### src/rtl/event_encoder.sv
// Rising-edge event capture with a pending bitmap, presented highest-index-first
// as a binary code over a valid/ready handshake.
module event_encoder #(
  parameter int WIDTH  = 8,
  parameter int CODE_W = $clog2(WIDTH)
) (
  input  logic              clk,
  input  logic              rst_n,
  input  logic [WIDTH-1:0]  in,
  output logic [CODE_W-1:0] out_code,
  output logic              out_valid,
  input  logic              out_ready,
  output logic [WIDTH-1:0]  pending,
  output logic              overflow,
  input  logic              ovf_clr
);

  typedef enum logic [1:0] {
    IDLE    = 2'b01,
    PRESENT = 2'b10
  } state_t;

  state_t              r_state;
  state_t              w_state_nxt;
  logic [WIDTH-1:0]    r_in_q;
  logic [WIDTH-1:0]    r_pending;
  logic [CODE_W-1:0]   r_code;
  logic                r_overflow;

  logic [WIDTH-1:0]    w_rise;
  logic                w_accept;
  logic [WIDTH-1:0]    w_clr_vec;
  logic [WIDTH-1:0]    w_rem;
  logic                w_load;
  logic [CODE_W-1:0]   w_code_nxt;
  logic                w_valid;

  function automatic logic [CODE_W-1:0] f_highest(input logic [WIDTH-1:0] v);
    f_highest = '0;
    for (int i = 0; i < WIDTH; i++) begin
      if (v[i]) f_highest = CODE_W'(i);
    end
  endfunction

  assign w_rise    = in & ~r_in_q;
  assign w_accept  = w_valid & out_ready;
  assign w_clr_vec = w_accept ? (WIDTH'(1) << r_code) : '0;
  // Remaining work uses the registered bitmap; same-cycle rises are seen next cycle.
  assign w_rem     = r_pending & ~w_clr_vec;

  always_ff @(posedge clk or negedge rst_n) begin
    if (!rst_n) r_state <= IDLE;
    else        r_state <= w_state_nxt;
  end

  always_comb begin
    w_state_nxt = r_state;
    w_load      = 1'b0;
    w_code_nxt  = r_code;
    case (r_state)
      IDLE: begin
        if (r_pending != '0) begin
          w_state_nxt = PRESENT;
          w_load      = 1'b1;
          w_code_nxt  = f_highest(r_pending);
        end
      end
      PRESENT: begin
        if (w_accept) begin
          if (w_rem != '0) begin
            w_load     = 1'b1;
            w_code_nxt = f_highest(w_rem);
          end else begin
            w_state_nxt = IDLE;
          end
        end
      end
      default: w_state_nxt = IDLE;
    endcase
  end

  always_comb begin
    w_valid = (r_state == PRESENT);
  end

  always_ff @(posedge clk or negedge rst_n) begin
    if (!rst_n) begin
      r_in_q     <= '0;
      r_pending  <= '0;
      r_code     <= '0;
      r_overflow <= 1'b0;
    end else begin
      r_in_q    <= in;
      r_pending <= w_rem | w_rise;
      if (w_load) r_code <= w_code_nxt;
      if (|(w_rise & r_pending & ~w_clr_vec)) r_overflow <= 1'b1;
      else if (ovf_clr)                        r_overflow <= 1'b0;
    end
  end

  assign out_code  = r_code;
  assign out_valid = w_valid;
  assign pending   = r_pending;
  assign overflow  = r_overflow;

endmodule

### config.mk
export PLATFORM = sky130hd
export DESIGN_NAME = event_encoder
export DESIGN_NICKNAME = d
export VERILOG_FILES = /design/src/rtl/event_encoder.sv
export SDC_FILE = /design/constraint.sdc
export NUM_CORES = 1
export LEC_CHECK = 0
export ABC_AREA = 0
export BUFFER_PORTS_ARGS = -buffer_cell sky130_fd_sc_hd__buf_2
export CAP_MARGIN = 20
export CORE_ASPECT_RATIO = 1.2
export CORE_MARGIN = 4
export CORE_UTILIZATION = 43
export DETAILED_ROUTE_END_ITERATION = 8
export GPL_ROUTABILITY_DRIVEN = 0
export GPL_TIMING_DRIVEN = 0
export PLACE_DENSITY = 0.66
export SLEW_MARGIN = 25
export SYNTH_ARGS = -nofsm -noshare
export SYNTH_HDL_FRONTEND = slang
export SYNTH_SLANG_ARGS = --single-unit
### constraint.sdc
create_clock -name clk -period 2.4 [get_ports clk]
set_input_delay 0.24 -clock clk [delete_from_list [all_inputs] [get_ports clk]]
set_output_delay 0.24 -clock clk [all_outputs]
set_load 0.02 [all_outputs]
# --- Word level (Yosys, flattened, before mapping) ---
# Cells that the tools add are included.
classes:
  n_eq_ne: 6
  n_shift: 1
  mux: 29
  bitwise_logic: 8
  reduce_logical: 7
ops:
  columns: ["op", "count"]
  rows:
  - ["two-way mux 3 bit", 15]
  - ["AND 8 bit", 4]
  - ["NOT 8 bit", 2]
  - ["nonzero test 8 bit", 2]
  - ["two-way mux 8 bit", 1]
  - ["OR 8 bit", 1]
  - ["OR reduction 8 bit", 1]
  - ["<< shifter 1 x 3 -> 8 bit, first input constant", 1]
  - ["two-way mux 1 bit", 7]
  - ["two-way mux 2 bit", 3]
  - ["!= test 2 bit, second input constant", 3]
  - ["case mux 3 bit (2 select lines)", 1]
  - ["AND reduction 5 bit", 1]
  - ["case mux 2 bit (2 select lines)", 1]
  - ["nonzero test 2 bit", 2]
  - ["AND reduction 3 bit", 1]
  - ["equality test 2 x 1 -> 1 bit, second input constant", 1]
  - ["equality test 2 bit, second input constant", 1]
  - ["!= test 2 x 1 -> 1 bit, second input constant", 1]
  - ["case mux 1 bit (2 select lines)", 1]
  - ["AND 1 bit", 1]
totals:
  reg_bits: 22
  inputBits: 12
  out_inout_bits: 13
  wordCells: 56

# --- Longest topological paths before layout ---
# Gate-level depths: netlist of the first run.
depth:
  word_depth: 15
  depth_mapped: 8
  mapped_depth_nobuf: 7

# --- Worst setup path after synthesis of the first run ---
# No wires, ideal clock.
synth_path:
  path_type: "reg-to-reg"
  from: "register r_state[0]"
  to: "register r_code[2], in the netlist out_code[2]"
  setup_ns: 0.125
  arrival_time_ns: 2.263
  required_time_ns: 2.275
  path_slack_ns: 0.012
  stages_incl_launch_ff: 9
  path_buffers: 1
  period_less_slack_ns: 2.388
  path_cell_list: "dfstp_2 inv_1 ha_1 buf_4 or3b_4 o21ai_4 nand4_4 o311a_4 mux2_4"
synth_via:
  elab_chain_len: 13
  word_cells_on_any_way: 23
  classes_between: "eq/ne: 5; mux: 12; bitwise: 3; reduce/logical: 3"
synth_rtl:
  columns: ["element", "line", "source"]
  rows:
  - ["start, declared", "23", "state_t r_state;"]
  - ["start signal, assigned", "53", "else r_state <= w_state_nxt;"]
  - ["equality test 2 bit *", "83", "w_valid = (r_state == PRESENT);"]
  - ["net out_valid", "11", "output logic out_valid,"]
  - ["AND 1 bit", "46", "assign w_accept = w_valid & out_ready;"]
  - ["two-way mux 8 bit", "47", "assign w_clr_vec = w_accept ? (WIDTH'(1) << r_code) : '0;"]
  - ["NOT 8 bit", "49", "assign w_rem = r_pending & ~w_clr_vec;"]
  - ["AND 8 bit", "49", null]
  - ["two-way mux 3 bit (5 in series)", "41", "if (v[i]) f_highest = CODE_W'(i);"]
  - ["two-way mux 3 bit", "70", "if (w_rem != '0) begin"]
  - ["two-way mux 3 bit", "69", "if (w_accept) begin"]
  - ["case mux 3 bit (2 select lines)", "60", "case (r_state)"]
  - ["end signal, assigned", "95", "if (w_load) r_code <= w_code_nxt;"]
  - ["end, declared", "27", "logic [CODE_W-1:0] r_code;"]
# Mark *: on every way through the listed nets, which the timed path passes. The rest lies on a longest branch. The select of a mux whose other input is x is not followed.
# A chain may end at the register's enable or synchronous reset.

# --- Final worst setup path of the first run ---
layout_path:
  from: "register r_state[0]"
  to: "register r_code[2], in the netlist out_code[2]"
layout_via:
  elab_chain_len: 13
  word_cells_on_any_way: 23
  classes_between: "eq/ne: 5; mux: 12; bitwise: 3; reduce/logical: 3"
layout_rtl:
  columns: ["element", "line"]
  rows:
  - ["equality test 2 bit", "60, 83"]
  - ["AND 1 bit", "46"]
  - ["two-way mux 8 bit", "47"]
  - ["NOT 8 bit", "49"]
  - ["AND 8 bit", "49"]
  - ["two-way mux 3 bit (5 in series)", "41"]
  - ["two-way mux 3 bit", "70"]
  - ["two-way mux 3 bit", "69"]
  - ["case mux 3 bit (2 select lines)", "60"]
# Parallel ways exist; a longest one is shown, timed or not. The select of a mux whose other input is x is not followed.

==> results of run 1 <==
[cells by family after synthesis]
group | Yosys count
AOI/OAI and AO/OA | 29
adders and majority gates | 2
DFF | 22
muxes | 2
and+or+nand+nor | 36
buffers and inverters | 12
[flip-flops by register name, summed over array words and instances (netlist names)]
register / cells
pending: 8
r_in_q: 8
out_code: 3
r_state: 2
overflow: 1
[layer usage]
layer,vias up,share of wire,track usage
met5,-,0,0
met4,0,0.024,0.0671
met3,10,0.062,0.0283
met2,36,0.49,0.235
met1,426,0.42,0.192
li1,446,-,-
[metrics by stage]
| stage | instance area, µm² | TNS (ns) | setup slack (ns) | util |
|---|---|---|---|---|
| after detailed placement | 1240 | -0.0115 | -0.0115 | 0.529 |
| after floorplan | 1090 | 0 | 0.0117 | - |
| after global placement | 1240 | 0 | 0.0163 | 0.529 |
| final | 1350 | 0 | 0.0146 | 0.573 |
| after global routing | 1350 | -0.0560 | -0.0525 | 0.573 |
| after CTS | 1310 | 0 | 0.0221 | 0.558 |
[cell usage in the layout, fill, tap and decap left out, types with 2 or more instances in the layout]
| master | count |
|---|---|
| nor3_1 | 4 |
| nor4_1 | 2 |
| o32ai_1 | 3 |
| nand3b_1 | 2 |
| nor2b_1 | 3 |
| dfrtp_1 | 21 |
| nor2_1 | 3 |
| o21ai_1 | 4 |
| buf_4 | 4 |
| o21ai_4 | 2 |
| clkbuf_4 | 3 |
| inv_1 | 10 |
| o21ai_2 | 2 |
| a21oi_1 | 4 |
| o21ai_0 | 4 |
| nand2b_1 | 6 |
| buf_2 | 24 |
| nand2_1 | 10 |
[power groups by stage]
stage	Clock [mW]	Sequential (mW)	Combinational (mW)
2_1_floorplan	0	0.508	0.262
3_3_place_gp	0	0.480	0.387
3_5_place_dp	0	0.484	0.394
4_1_cts	0.208	0.476	0.404
5_1_grt	0.227	0.491	0.484
6_report	0.201	0.483	0.447
[worst paths after layout]
kind / cells after the start / to / slack [ns]
setup / recovery: 8 / out_code[2] / 0.01
min in group asynchronous: 2 / r_state[1] / 0.42
max in group asynchronous: 2 / r_state[0] / 1.64
hold reg to reg: 1 / pending[7] / 0.46
hold / removal: 1 / r_in_q[5] / 0.04
setup reg to reg: 8 / out_code[2] / 0.01
[cell type report]
type / count / area [µm²] / area share
Timing Repair Buffer: 29 / 160 / 0.119
Multi-Input combinational cell: 69 / 509 / 0.378
Inverter: 11 / 41.3 / 0.0306
Tap cell: 31 / 38.8 / 0.0288
Clock buffer: 4 / 36.3 / 0.0269
Buffer: 1 / 11.3 / 0.00835
Sequential cell: 22 / 552 / 0.409
[timing repair]
action	4_1_cts	5_1_grt
endpoints found under the setup margin	3	3
endpoints found under the hold margin	21	0
gates cloned	0	0
setup buffers	1	3
hold buffers	1	0
pin swaps	2	4
resized for setup	4	3
[worst max-delay path, stage by stage (launching register included)]
cell and delay [ns]:
dfstp_2 0.42, inv_2 0.07, ha_4 0.12, buf_6 0.11
or3b_4 0.42, o21ai_4 0.16, nand4_1 0.25, o311a_4 0.44
mux2_4 0.29
==> impl_metrics.xml, run 1 <==
<?xml version="1.0" encoding="UTF-8"?>
<metrics>
  <group name="floorplanning">
    <metric name="die-area" unit="mm²">0.00340</metric>
    <metric name="total_core_area" unit="mm²">0.00235</metric>
    <metric name="initial_core_util" unit="">0.461</metric>
    <metric name="floorplan.rows" unit="">19</metric>
    <metric name="die_span_x" unit="µm">53.9</metric>
    <metric name="io-pin-count" unit="">25</metric>
    <metric name="die-height" unit="µm">63.1</metric>
  </group>
  <group name="power">
    <metric name="ir_worst_vdd" unit="V">0.000445</metric>
    <metric name="p_per_area" unit="mW/mm²">838</metric>
    <metric name="power_frac_comb" unit="">0.395</metric>
    <metric name="p_seq_frac" unit="">0.427</metric>
    <metric name="power.share.clock" unit="">0.178</metric>
    <metric name="p_int" unit="mW">0.724</metric>
    <metric name="static-leakage-power" unit="nW">0.563</metric>
    <metric name="switching_share" unit="">0.360</metric>
    <metric name="power.total" unit="mW">1.13</metric>
    <metric name="p_switching" unit="mW">0.406</metric>
  </group>
  <group name="worst_setup_path">
    <metric name="cp_data_arrival_time" unit="ns">2.59</metric>
    <metric name="critical_path_end_type" unit="">flop</metric>
    <metric name="timing.critical_path.from" unit="">r_state[0]</metric>
    <metric name="crit_type" unit="">reg -&gt; reg</metric>
    <metric name="worstSetupStartpointType" unit="">flop</metric>
    <metric name="worstPathRequired" unit="ns">2.61</metric>
    <metric name="timing.rr.start" unit="">r_state[0]</metric>
    <metric name="crit_path_max_fanout" unit="">8</metric>
  </group>
  <group name="clock_tree">
    <metric name="tritoncts_clock_tree" unit="">done</metric>
    <metric name="cts_inserted_buffers" unit="">3</metric>
    <metric name="max-clock-path-buffers" unit="">2</metric>
    <metric name="htree_levels" unit="">1</metric>
    <metric name="worstSkewPairLatency" unit="ns">0.31</metric>
    <metric name="clock-root-buffer" unit="">clkbuf_4</metric>
    <metric name="clock-sinks" unit="">22</metric>
    <metric name="cts.clk_slew.worst_paths" unit="ns">0.12</metric>
  </group>
  <group name="min_path">
    <metric name="hp-start" unit="">in[5]</metric>
    <metric name="hold_class" unit="">in -&gt; reg</metric>
  </group>
  <group name="sta">
    <metric name="tightestPinTransition" unit="ns">0.497</metric>
    <metric name="timing.final.max_slew_violations" unit="">0</metric>
    <metric name="fmaxAchievable" unit="MHz">419</metric>
    <metric name="report.final.hold_viol_count" unit="">0</metric>
    <metric name="post-route-min-period" unit="ns">2.39</metric>
    <metric name="finalHoldWorstSlack" unit="ns">0.0398</metric>
    <metric name="post-route-period-util" unit="">0.994</metric>
    <metric name="setup_violations" unit="">0</metric>
    <metric name="unrepaired_setup_endpoints_after_global_routing" unit="">true</metric>
    <metric name="slew-limit-headroom" unit="">0.667</metric>
    <metric name="fin_worst_skew" unit="ns">0.00885</metric>
  </group>
  <group name="layout">
    <metric name="finalNetCount" unit="">151</metric>
    <metric name="number_of_antenna_cells_inserted" unit="">0</metric>
    <metric name="drive_gt1_frac" unit="">0.331</metric>
    <metric name="areaGrowthSynthToFinish" unit="%">24.2</metric>
    <metric name="fillerInstances" unit="">197</metric>
    <metric name="final_cell_count_no_fill" unit="">167</metric>
  </group>
  <group name="placed_design">
    <metric name="post-dp-hpwl" unit="µm">1760</metric>
    <metric name="buffer_ports.inserted" unit="">24</metric>
    <metric name="placed_cells_incl_taps" unit="">158</metric>
  </group>
  <group name="logic_synthesis">
    <metric name="synth_simple_gate_area_share" unit="">0.196</metric>
    <metric name="yosys.area_share.adder" unit="">0.0230</metric>
    <metric name="area_fraction_in_compound_gates_after_synthesis" unit="">0.205</metric>
    <metric name="synthDominantCellAreaShare" unit="">0.484</metric>
    <metric name="syn_inst" unit="">103</metric>
    <metric name="synthesis.area" unit="mm²">0.00109</metric>
    <metric name="ys.flop_type" unit="">dfrtp_1</metric>
    <metric name="synth_top_family_by_area" unit="">compound AO/OA/AOI/OAI gates</metric>
    <metric name="synth_edf_count" unit="">0</metric>
    <metric name="synth_area_leader" unit="">dfrtp_1</metric>
    <metric name="synthesis.area_per_instance" unit="µm²">10.5</metric>
    <metric name="synthDistinctLibCells" unit="">35</metric>
    <metric name="synth_common_cells" unit="">dfrtp_1 (21), inv_1 (11), nand2_1 (10)</metric>
    <metric name="synth.ff_latch_count" unit="">22</metric>
    <metric name="synth_fp_nets" unit="">117</metric>
    <metric name="synth.top_cells.by_area" unit="">dfrtp_1 (48%), inv_1 (3.8%), nand2_1 (3.5%), nand2b_1 (3.5%), dfstp_2 (2.4%)</metric>
    <metric name="synth.area.mux_share" unit="">0.0230</metric>
    <metric name="synth_sequential_area_ratio" unit="">0.508</metric>
    <metric name="yosys.cell_count.top_type" unit="">dfrtp_1</metric>
    <metric name="yosys_warnings" unit="">0</metric>
    <metric name="ys_async_sr_fraction" unit="">1.00</metric>
    <metric name="yosys.area_share.xor_xnor" unit="">0</metric>
  </group>
  <group name="global_route">
    <metric name="wire_length_of_the_first_global_routing_pass" unit="µm">3800</metric>
    <metric name="global_route.overflow_total" unit="">0</metric>
    <metric name="grt_use_total" unit="">0.149</metric>
    <metric name="grt_antenna_before_repair" unit="">0</metric>
    <metric name="grt_start_max_net_pins" unit="">23</metric>
    <metric name="via_count_of_the_first_global_routing_pass" unit="">901</metric>
  </group>
  <group name="routing">
    <metric name="detailedRoute.firstPassIterationCount" unit="">4</metric>
    <metric name="routed_wl" unit="µm">2380</metric>
    <metric name="via_per_inst" unit="">5.50</metric>
    <metric name="first_iter_violations" unit="">24</metric>
    <metric name="detailed_route_via_count" unit="">918</metric>
    <metric name="detail_route.wl_per_cell" unit="µm">14.3</metric>
    <metric name="drcViolationCount" unit="">0</metric>
    <metric name="antenna_left" unit="">0</metric>
  </group>
  <group name="flow_run">
    <metric name="timing.max_cap.violations" unit="">0</metric>
  </group>
  <group name="run_status">
    <metric name="run_status" unit="">finished, final reports clean</metric>
  </group>
</metrics>
Power figures use the tool's default switching activity.
==> run 2: changes to the inputs <==
--- a/config.mk
+++ b/config.mk
@@ -15,6 +15,7 @@
 export GPL_ROUTABILITY_DRIVEN = 0
 export GPL_TIMING_DRIVEN = 0
 export PLACE_DENSITY = 0.66
+export RECOVER_POWER = 25
 export SLEW_MARGIN = 25
 export SYNTH_ARGS = -nofsm -noshare
 export SYNTH_HDL_FRONTEND = slang
==> impl_metrics.xml, run 2 (synthesis results as in run 1) <==
<?xml version="1.0" encoding="UTF-8"?>
<metrics>
  <group name="routing">
    <metric name="first_iter_violations" unit="">22</metric>
    <metric name="routed_wl" unit="µm">2380</metric>
    <metric name="via_per_inst" unit="">5.43</metric>
    <metric name="drcViolationCount" unit="">0</metric>
    <metric name="detailed_route_via_count" unit="">907</metric>
    <metric name="detail_route.wl_per_cell" unit="µm">14.3</metric>
    <metric name="detailedRoute.firstPassIterationCount" unit="">5</metric>
    <metric name="antenna_left" unit="">0</metric>
  </group>
  <group name="sta">
    <metric name="fmaxAchievable" unit="MHz">419</metric>
    <metric name="setup_violations" unit="">0</metric>
    <metric name="unrepaired_setup_endpoints_after_global_routing" unit="">true</metric>
    <metric name="finalHoldWorstSlack" unit="ns">0.0402</metric>
    <metric name="post-route-period-util" unit="">0.994</metric>
    <metric name="slew-limit-headroom" unit="">0.238</metric>
    <metric name="fin_worst_skew" unit="ns">0.00864</metric>
    <metric name="post-route-min-period" unit="ns">2.38</metric>
    <metric name="tightestPinTransition" unit="ns">1.14</metric>
    <metric name="timing.final.max_slew_violations" unit="">0</metric>
    <metric name="report.final.hold_viol_count" unit="">0</metric>
  </group>
  <group name="global_route">
    <metric name="global_route.overflow_total" unit="">0</metric>
    <metric name="wire_length_of_the_first_global_routing_pass" unit="µm">3800</metric>
    <metric name="grt_start_max_net_pins" unit="">23</metric>
    <metric name="grt_antenna_before_repair" unit="">0</metric>
    <metric name="via_count_of_the_first_global_routing_pass" unit="">901</metric>
    <metric name="grt_use_total" unit="">0.149</metric>
  </group>
  <group name="min_path">
    <metric name="hold-path-endpoint" unit="">r_in_q[5]</metric>
    <metric name="hp-start" unit="">in[5]</metric>
    <metric name="timing.hold.worst_path_depth" unit="">1</metric>
    <metric name="hold_class" unit="">in -&gt; reg</metric>
  </group>
  <group name="layout">
    <metric name="final_cell_count_no_fill" unit="">167</metric>
    <metric name="finalNetCount" unit="">151</metric>
    <metric name="most-common-layout-cells" unit="">dfrtp_1 (21), buf_2 (17), nand2_1 (10), inv_1 (10), clkbuf_1 (7)</metric>
    <metric name="end_of_flow_core_utilization" unit="">0.569</metric>
    <metric name="leading_cell_type_in_the_layout_fill_and_taps_excluded" unit="">dfrtp_1</metric>
    <metric name="areaGrowthSynthToFinish" unit="%">23.4</metric>
    <metric name="fillerInstances" unit="">200</metric>
    <metric name="drive_gt1_frac" unit="">0.279</metric>
    <metric name="number_of_antenna_cells_inserted" unit="">0</metric>
  </group>
  <group name="clock_tree">
    <metric name="tritoncts_clock_tree" unit="">done</metric>
    <metric name="clock-root-buffer" unit="">clkbuf_4</metric>
    <metric name="cts_inserted_buffers" unit="">3</metric>
    <metric name="clock-sinks" unit="">22</metric>
    <metric name="max-clock-path-buffers" unit="">2</metric>
    <metric name="htree_levels" unit="">1</metric>
    <metric name="worstSkewPairLatency" unit="ns">0.31</metric>
    <metric name="cts.clk_slew.worst_paths" unit="ns">0.12</metric>
  </group>
  <group name="flow_run">
    <metric name="timing.max_cap.violations" unit="">0</metric>
  </group>
  <group name="worst_setup_path">
    <metric name="timing.rr.start" unit="">r_state[0]</metric>
    <metric name="cp.buffers_inverters" unit="">2</metric>
    <metric name="critical-path-max-stage-delay" unit="ns">0.44</metric>
    <metric name="worstPathRequired" unit="ns">2.61</metric>
    <metric name="reg2regPathDepth" unit="">8</metric>
    <metric name="crit_family" unit="">simple AND/OR/NAND/NOR gates</metric>
    <metric name="worst_r2r_endpoint" unit="">out_code[2]</metric>
    <metric name="cpMaxStageDelayCell" unit="">o311a_4</metric>
    <metric name="worstSetupStartpointType" unit="">flop</metric>
    <metric name="critical_path_end_type" unit="">flop</metric>
    <metric name="crit_type" unit="">reg -&gt; reg</metric>
    <metric name="cp_data_arrival_time" unit="ns">2.59</metric>
    <metric name="timing.reg2reg.setup_slack" unit="ns">0.02</metric>
    <metric name="crit_path_max_fanout" unit="">8</metric>
    <metric name="cp_cell_sequence" unit="">inv_2, ha_4, buf_6, or3b_4, o21ai_4, nand4_1, o311a_4, mux2_4</metric>
  </group>
  <group name="floorplanning">
    <metric name="die-height" unit="µm">63.1</metric>
    <metric name="floorplan.rows" unit="">19</metric>
    <metric name="initial_core_util" unit="">0.461</metric>
    <metric name="io-pin-count" unit="">25</metric>
    <metric name="die-area" unit="mm²">0.00340</metric>
    <metric name="total_core_area" unit="mm²">0.00235</metric>
    <metric name="die_span_x" unit="µm">53.9</metric>
  </group>
  <group name="run_status">
    <metric name="run_status" unit="">finished, final reports clean</metric>
  </group>
  <group name="placed_design">
    <metric name="post-dp-hpwl" unit="µm">1760</metric>
    <metric name="placed_cells_incl_taps" unit="">158</metric>
    <metric name="buffer_ports.inserted" unit="">24</metric>
  </group>
  <group name="power">
    <metric name="p_per_area" unit="mW/mm²">841</metric>
    <metric name="ir_worst_vdd" unit="V">0.000439</metric>
    <metric name="static-leakage-power" unit="nW">0.544</metric>
  </group>
</metrics>
==> run 2: stage by stage <==
stage | setup TNS (ns) | instance area, µm² | worst slack [ns] | power, mW
detailed placement | -0.0115 | 1240 | -0.0115 | 0.878
floorplan | 0 | 1090 | 0.0117 | 0.770
global route | -0.0560 | 1340 | -0.0525 | 1.20
global placement | 0 | 1240 | 0.0163 | 0.867
CTS | 0 | 1310 | 0.0221 | 1.09
finish | 0 | 1340 | 0.0154 | 1.13
==> run 2: worst reg2reg max path: stages, from the launching register on <==
cell and delay (ns):
dfstp_2 0.42, inv_2 0.07, ha_4 0.12, buf_6 0.12, or3b_4 0.42, o21ai_4 0.16
nand4_1 0.25, o311a_4 0.44, mux2_4 0.29
==> run 2: area by class of cell <==
cell class,instances,area (µm²),area share
Tap cell,31,38.8,0.0289
Timing Repair Buffer,29,151,0.113
Sequential cell,22,552,0.412
Multi-Input combinational cell,69,509,0.380
Inverter,11,41.3,0.0308
Buffer,1,11.3,0.00840
Clock buffer,4,36.3,0.0271
==> run 2: how the worst max path moves through the flow <==
stage,from,to,slack (ns),cells past startpoint
after floorplan,r_state[0],out_code[2],0.01,8
after global placement,r_state[0],out_code[2],0.02,8
after detailed placement,r_state[0],out_code[2],-0.01,8
after CTS,r_state[0],r_state[0],0.02,8
after global routing,r_state[0],out_code[2],-0.05,8
final,r_state[0],out_code[2],0.02,8
==> run 2: layer usage <==
metal,up-vias,GRT usage,wire length [µm]
li1,445,-,-
met2,33,0.235,1170
met5,-,0,0
met1,417,0.192,988
met3,12,0.0283,151
met4,0,0.0671,68
==> run 2: repair_timing <==
item | in CTS | in global routing
buffers inserted | 1 | 3
endpoints found under the setup margin | 3 | 3
gates resized for setup | 4 | 3
hold buffers | 1 | 0
pin swaps | 2 | 4
gates cloned | 0 | 0
endpoints found under the hold margin | 21 | 0
==> run 2: where the power goes <==
group          internal (mW)  switching [mW]  leakage [nW]
combinational          0.201           0.243         0.297
sequential             0.428          0.0549         0.226
clock                 0.0926           0.108        0.0210
==> run 3: changes to the inputs <==
--- a/config.mk
+++ b/config.mk
@@ -7,7 +7,7 @@
 export LEC_CHECK = 0
 export ABC_AREA = 0
 export BUFFER_PORTS_ARGS = -buffer_cell sky130_fd_sc_hd__buf_2
-export CAP_MARGIN = 20
+export CAP_MARGIN = 40
 export CORE_ASPECT_RATIO = 1.2
 export CORE_MARGIN = 4
 export CORE_UTILIZATION = 43
==> constraint.sdc (replaced) <==
create_clock -name clk -period 3 [get_ports clk]
set_input_delay 0.3 -clock clk [delete_from_list [all_inputs] [get_ports clk]]
set_output_delay 0.3 -clock clk [all_outputs]
set_load 0.02 [all_outputs]
==> impl_metrics.xml, run 3 (synthesis results as in run 1) <==
<?xml version="1.0" encoding="UTF-8"?>
<metrics>
  <group name="layout">
    <metric name="number_of_antenna_cells_inserted" unit="">0</metric>
    <metric name="finalNetCount" unit="">147</metric>
    <metric name="finish.instance_area" unit="mm²">0.00128</metric>
    <metric name="drive_gt1_frac" unit="">0.235</metric>
    <metric name="leading_cell_type_in_the_layout_fill_and_taps_excluded" unit="">dfrtp_1</metric>
    <metric name="areaGrowthSynthToFinish" unit="%">18.1</metric>
    <metric name="multi_input_area" unit="µm²">485</metric>
    <metric name="most-common-layout-cells" unit="">dfrtp_1 (21), buf_2 (17), inv_1 (11)</metric>
    <metric name="final-seq-area" unit="µm²">552</metric>
    <metric name="fillerInstances" unit="">205</metric>
  </group>
  <group name="routing">
    <metric name="drcViolationCount" unit="">0</metric>
    <metric name="detailed_route_via_count" unit="">909</metric>
    <metric name="routed_wl" unit="µm">2270</metric>
    <metric name="via_per_inst" unit="">5.58</metric>
    <metric name="first_iter_violations" unit="">28</metric>
    <metric name="detail_route.wl_per_cell" unit="µm">14.0</metric>
    <metric name="detailedRoute.firstPassIterationCount" unit="">4</metric>
    <metric name="antenna_left" unit="">0</metric>
  </group>
  <group name="power">
    <metric name="switching_share" unit="">0.358</metric>
    <metric name="p_per_area" unit="mW/mm²">666</metric>
    <metric name="p_seq_frac" unit="">0.447</metric>
    <metric name="p_int" unit="mW">0.549</metric>
    <metric name="power_frac_comb" unit="">0.366</metric>
    <metric name="power.share.clock" unit="">0.188</metric>
    <metric name="p_switching" unit="mW">0.306</metric>
    <metric name="static-leakage-power" unit="nW">0.521</metric>
    <metric name="ir_worst_vdd" unit="V">0.000323</metric>
  </group>
  <group name="global_route">
    <metric name="via_count_of_the_first_global_routing_pass" unit="">893</metric>
    <metric name="global_route.overflow_total" unit="">0</metric>
    <metric name="grt_start_max_net_pins" unit="">23</metric>
    <metric name="wire_length_of_the_first_global_routing_pass" unit="µm">3750</metric>
    <metric name="grt_antenna_before_repair" unit="">0</metric>
    <metric name="grt_use_total" unit="">0.147</metric>
  </group>
  <group name="sta">
    <metric name="timing.final.max_slew_violations" unit="">0</metric>
    <metric name="slew-limit-headroom" unit="">0.238</metric>
    <metric name="setup_slack" unit="ns">0.536</metric>
    <metric name="finalSetupTns" unit="ns">0</metric>
    <metric name="post-route-period-util" unit="">0.821</metric>
    <metric name="setup_violations" unit="">0</metric>
    <metric name="fin_worst_skew" unit="ns">0.00360</metric>
    <metric name="unrepaired_setup_endpoints_after_global_routing" unit="">false</metric>
    <metric name="fmaxAchievable" unit="MHz">406</metric>
    <metric name="post-route-min-period" unit="ns">2.46</metric>
    <metric name="tightestPinTransition" unit="ns">1.14</metric>
    <metric name="finalHoldWorstSlack" unit="ns">0.103</metric>
    <metric name="report.final.hold_viol_count" unit="">0</metric>
  </group>
  <group name="placed_design">
    <metric name="post-dp-hpwl" unit="µm">1760</metric>
    <metric name="placement.setup.worst_slack" unit="ns">0.589</metric>
    <metric name="buffer_ports.inserted" unit="">24</metric>
    <metric name="dpl_cell_area" unit="mm²">0.00124</metric>
  </group>
  <group name="worst_setup_path">
    <metric name="crit_family" unit="">simple AND/OR/NAND/NOR gates</metric>
    <metric name="critical-path-max-stage-delay" unit="ns">0.57</metric>
    <metric name="cp_data_arrival_time" unit="ns">2.66</metric>
    <metric name="critical_path_end_type" unit="">flop</metric>
    <metric name="crit_type" unit="">reg -&gt; reg</metric>
    <metric name="cpMaxStageDelayCell" unit="">or4_1</metric>
    <metric name="cp_cell_sequence" unit="">inv_1, ha_1, buf_4, or3b_4, o21ai_2, nand4_1, or4_1, o311ai_0</metric>
    <metric name="critical_path_depth" unit="">8</metric>
    <metric name="worstPathRequired" unit="ns">3.19</metric>
    <metric name="crit_path_max_fanout" unit="">9</metric>
    <metric name="reg2regPathDepth" unit="">8</metric>
    <metric name="worstSetupStartpointType" unit="">flop</metric>
    <metric name="cp.buffers_inverters" unit="">2</metric>
  </group>
  <group name="floorplanning">
    <metric name="die_span_x" unit="µm">53.9</metric>
    <metric name="floorplan.rows" unit="">19</metric>
    <metric name="die-height" unit="µm">63.1</metric>
    <metric name="initial_core_util" unit="">0.461</metric>
    <metric name="total_core_area" unit="mm²">0.00235</metric>
    <metric name="io-pin-count" unit="">25</metric>
    <metric name="die-area" unit="mm²">0.00340</metric>
  </group>
  <group name="clock_tree">
    <metric name="worstSkewPairLatency" unit="ns">0.30</metric>
    <metric name="max-clock-path-buffers" unit="">2</metric>
    <metric name="tritoncts_clock_tree" unit="">done</metric>
    <metric name="cts.clk_slew.worst_paths" unit="ns">0.12</metric>
    <metric name="post-cts-setup-buffer-count" unit="">0</metric>
    <metric name="htree_levels" unit="">1</metric>
    <metric name="clock-root-buffer" unit="">clkbuf_4</metric>
    <metric name="cts_inserted_buffers" unit="">3</metric>
    <metric name="clock-sinks" unit="">22</metric>
  </group>
  <group name="min_path">
    <metric name="timing.hold.worst_path_depth" unit="">1</metric>
    <metric name="hold_class" unit="">in -&gt; reg</metric>
  </group>
  <group name="flow_run">
    <metric name="timing.max_cap.violations" unit="">0</metric>
  </group>
  <group name="run_status">
    <metric name="run_status" unit="">finished, final reports clean</metric>
  </group>
</metrics>
run 3: area by class of cell:
type / count / area share
multi-input combinational: 69 / 0.379
timing repair buffer: 25 / 0.0946
tap: 31 / 0.0302
inverter: 11 / 0.0322
sequential: 22 / 0.430
buffer: 1 / 0.00585
clock buffer: 4 / 0.0283
run 3: worst paths after layout:
check	start	to	slack [ns]
worst max-delay path	r_state[0]	r_state[1]	0.54
max in group asynchronous	rst_n	r_in_q[2]	1.60
min in group asynchronous	rst_n	r_state[1]	0.73
worst max register to register	r_state[0]	r_state[1]	0.54
worst min-delay path	in[5]	r_in_q[5]	0.10
worst min register to register	r_in_q[7]	pending[7]	0.46
run 3: power by group through the flow:
stage               sequential (mW)  clock [mW]  combinational [mW]
finish                        0.382       0.160               0.313
global route                  0.388       0.182               0.342
CTS                           0.381       0.167               0.317
detailed placement            0.387           0               0.315
global placement              0.384           0               0.310
floorplan                     0.406           0               0.210
run 3: per-stage QoR:
step,util,power (mW),instances
floorplan,-,0.616,103
global placement,0.529,0.694,158
detailed placement,0.529,0.702,158
CTS,0.549,0.864,163
global route,0.545,0.912,163
finish,0.545,0.855,163
run 3: per-layer routing:
layer | track usage | vias up | share of wire
met1 | 0.189 | 429 | 0.41
met3 | 0.0283 | 6 | 0.067
li1 | - | 438 | -
met2 | 0.232 | 36 | 0.50
met4 | 0.0671 | 0 | 0.023
met5 | 0 | - | 0
run 3: repair_timing:
item                                   CTS  global route
hold buffers                             1             0
resized for setup                        0             0
endpoints found under the hold margin   21             0
run 3: worst reg2reg max path, delay by kind of cell, from the launching register on:
| family | cells | cell delay [ns] |
|---|---|---|
| AO/OA/AOI/OAI | 2 | 0.33 |
| adder cells (fa/ha/maj) | 1 | 0.16 |
| buffers and inverters | 2 | 0.22 |
| flip-flops | 1 | 0.41 |
| AND/OR/NAND/NOR | 3 | 1.24 |
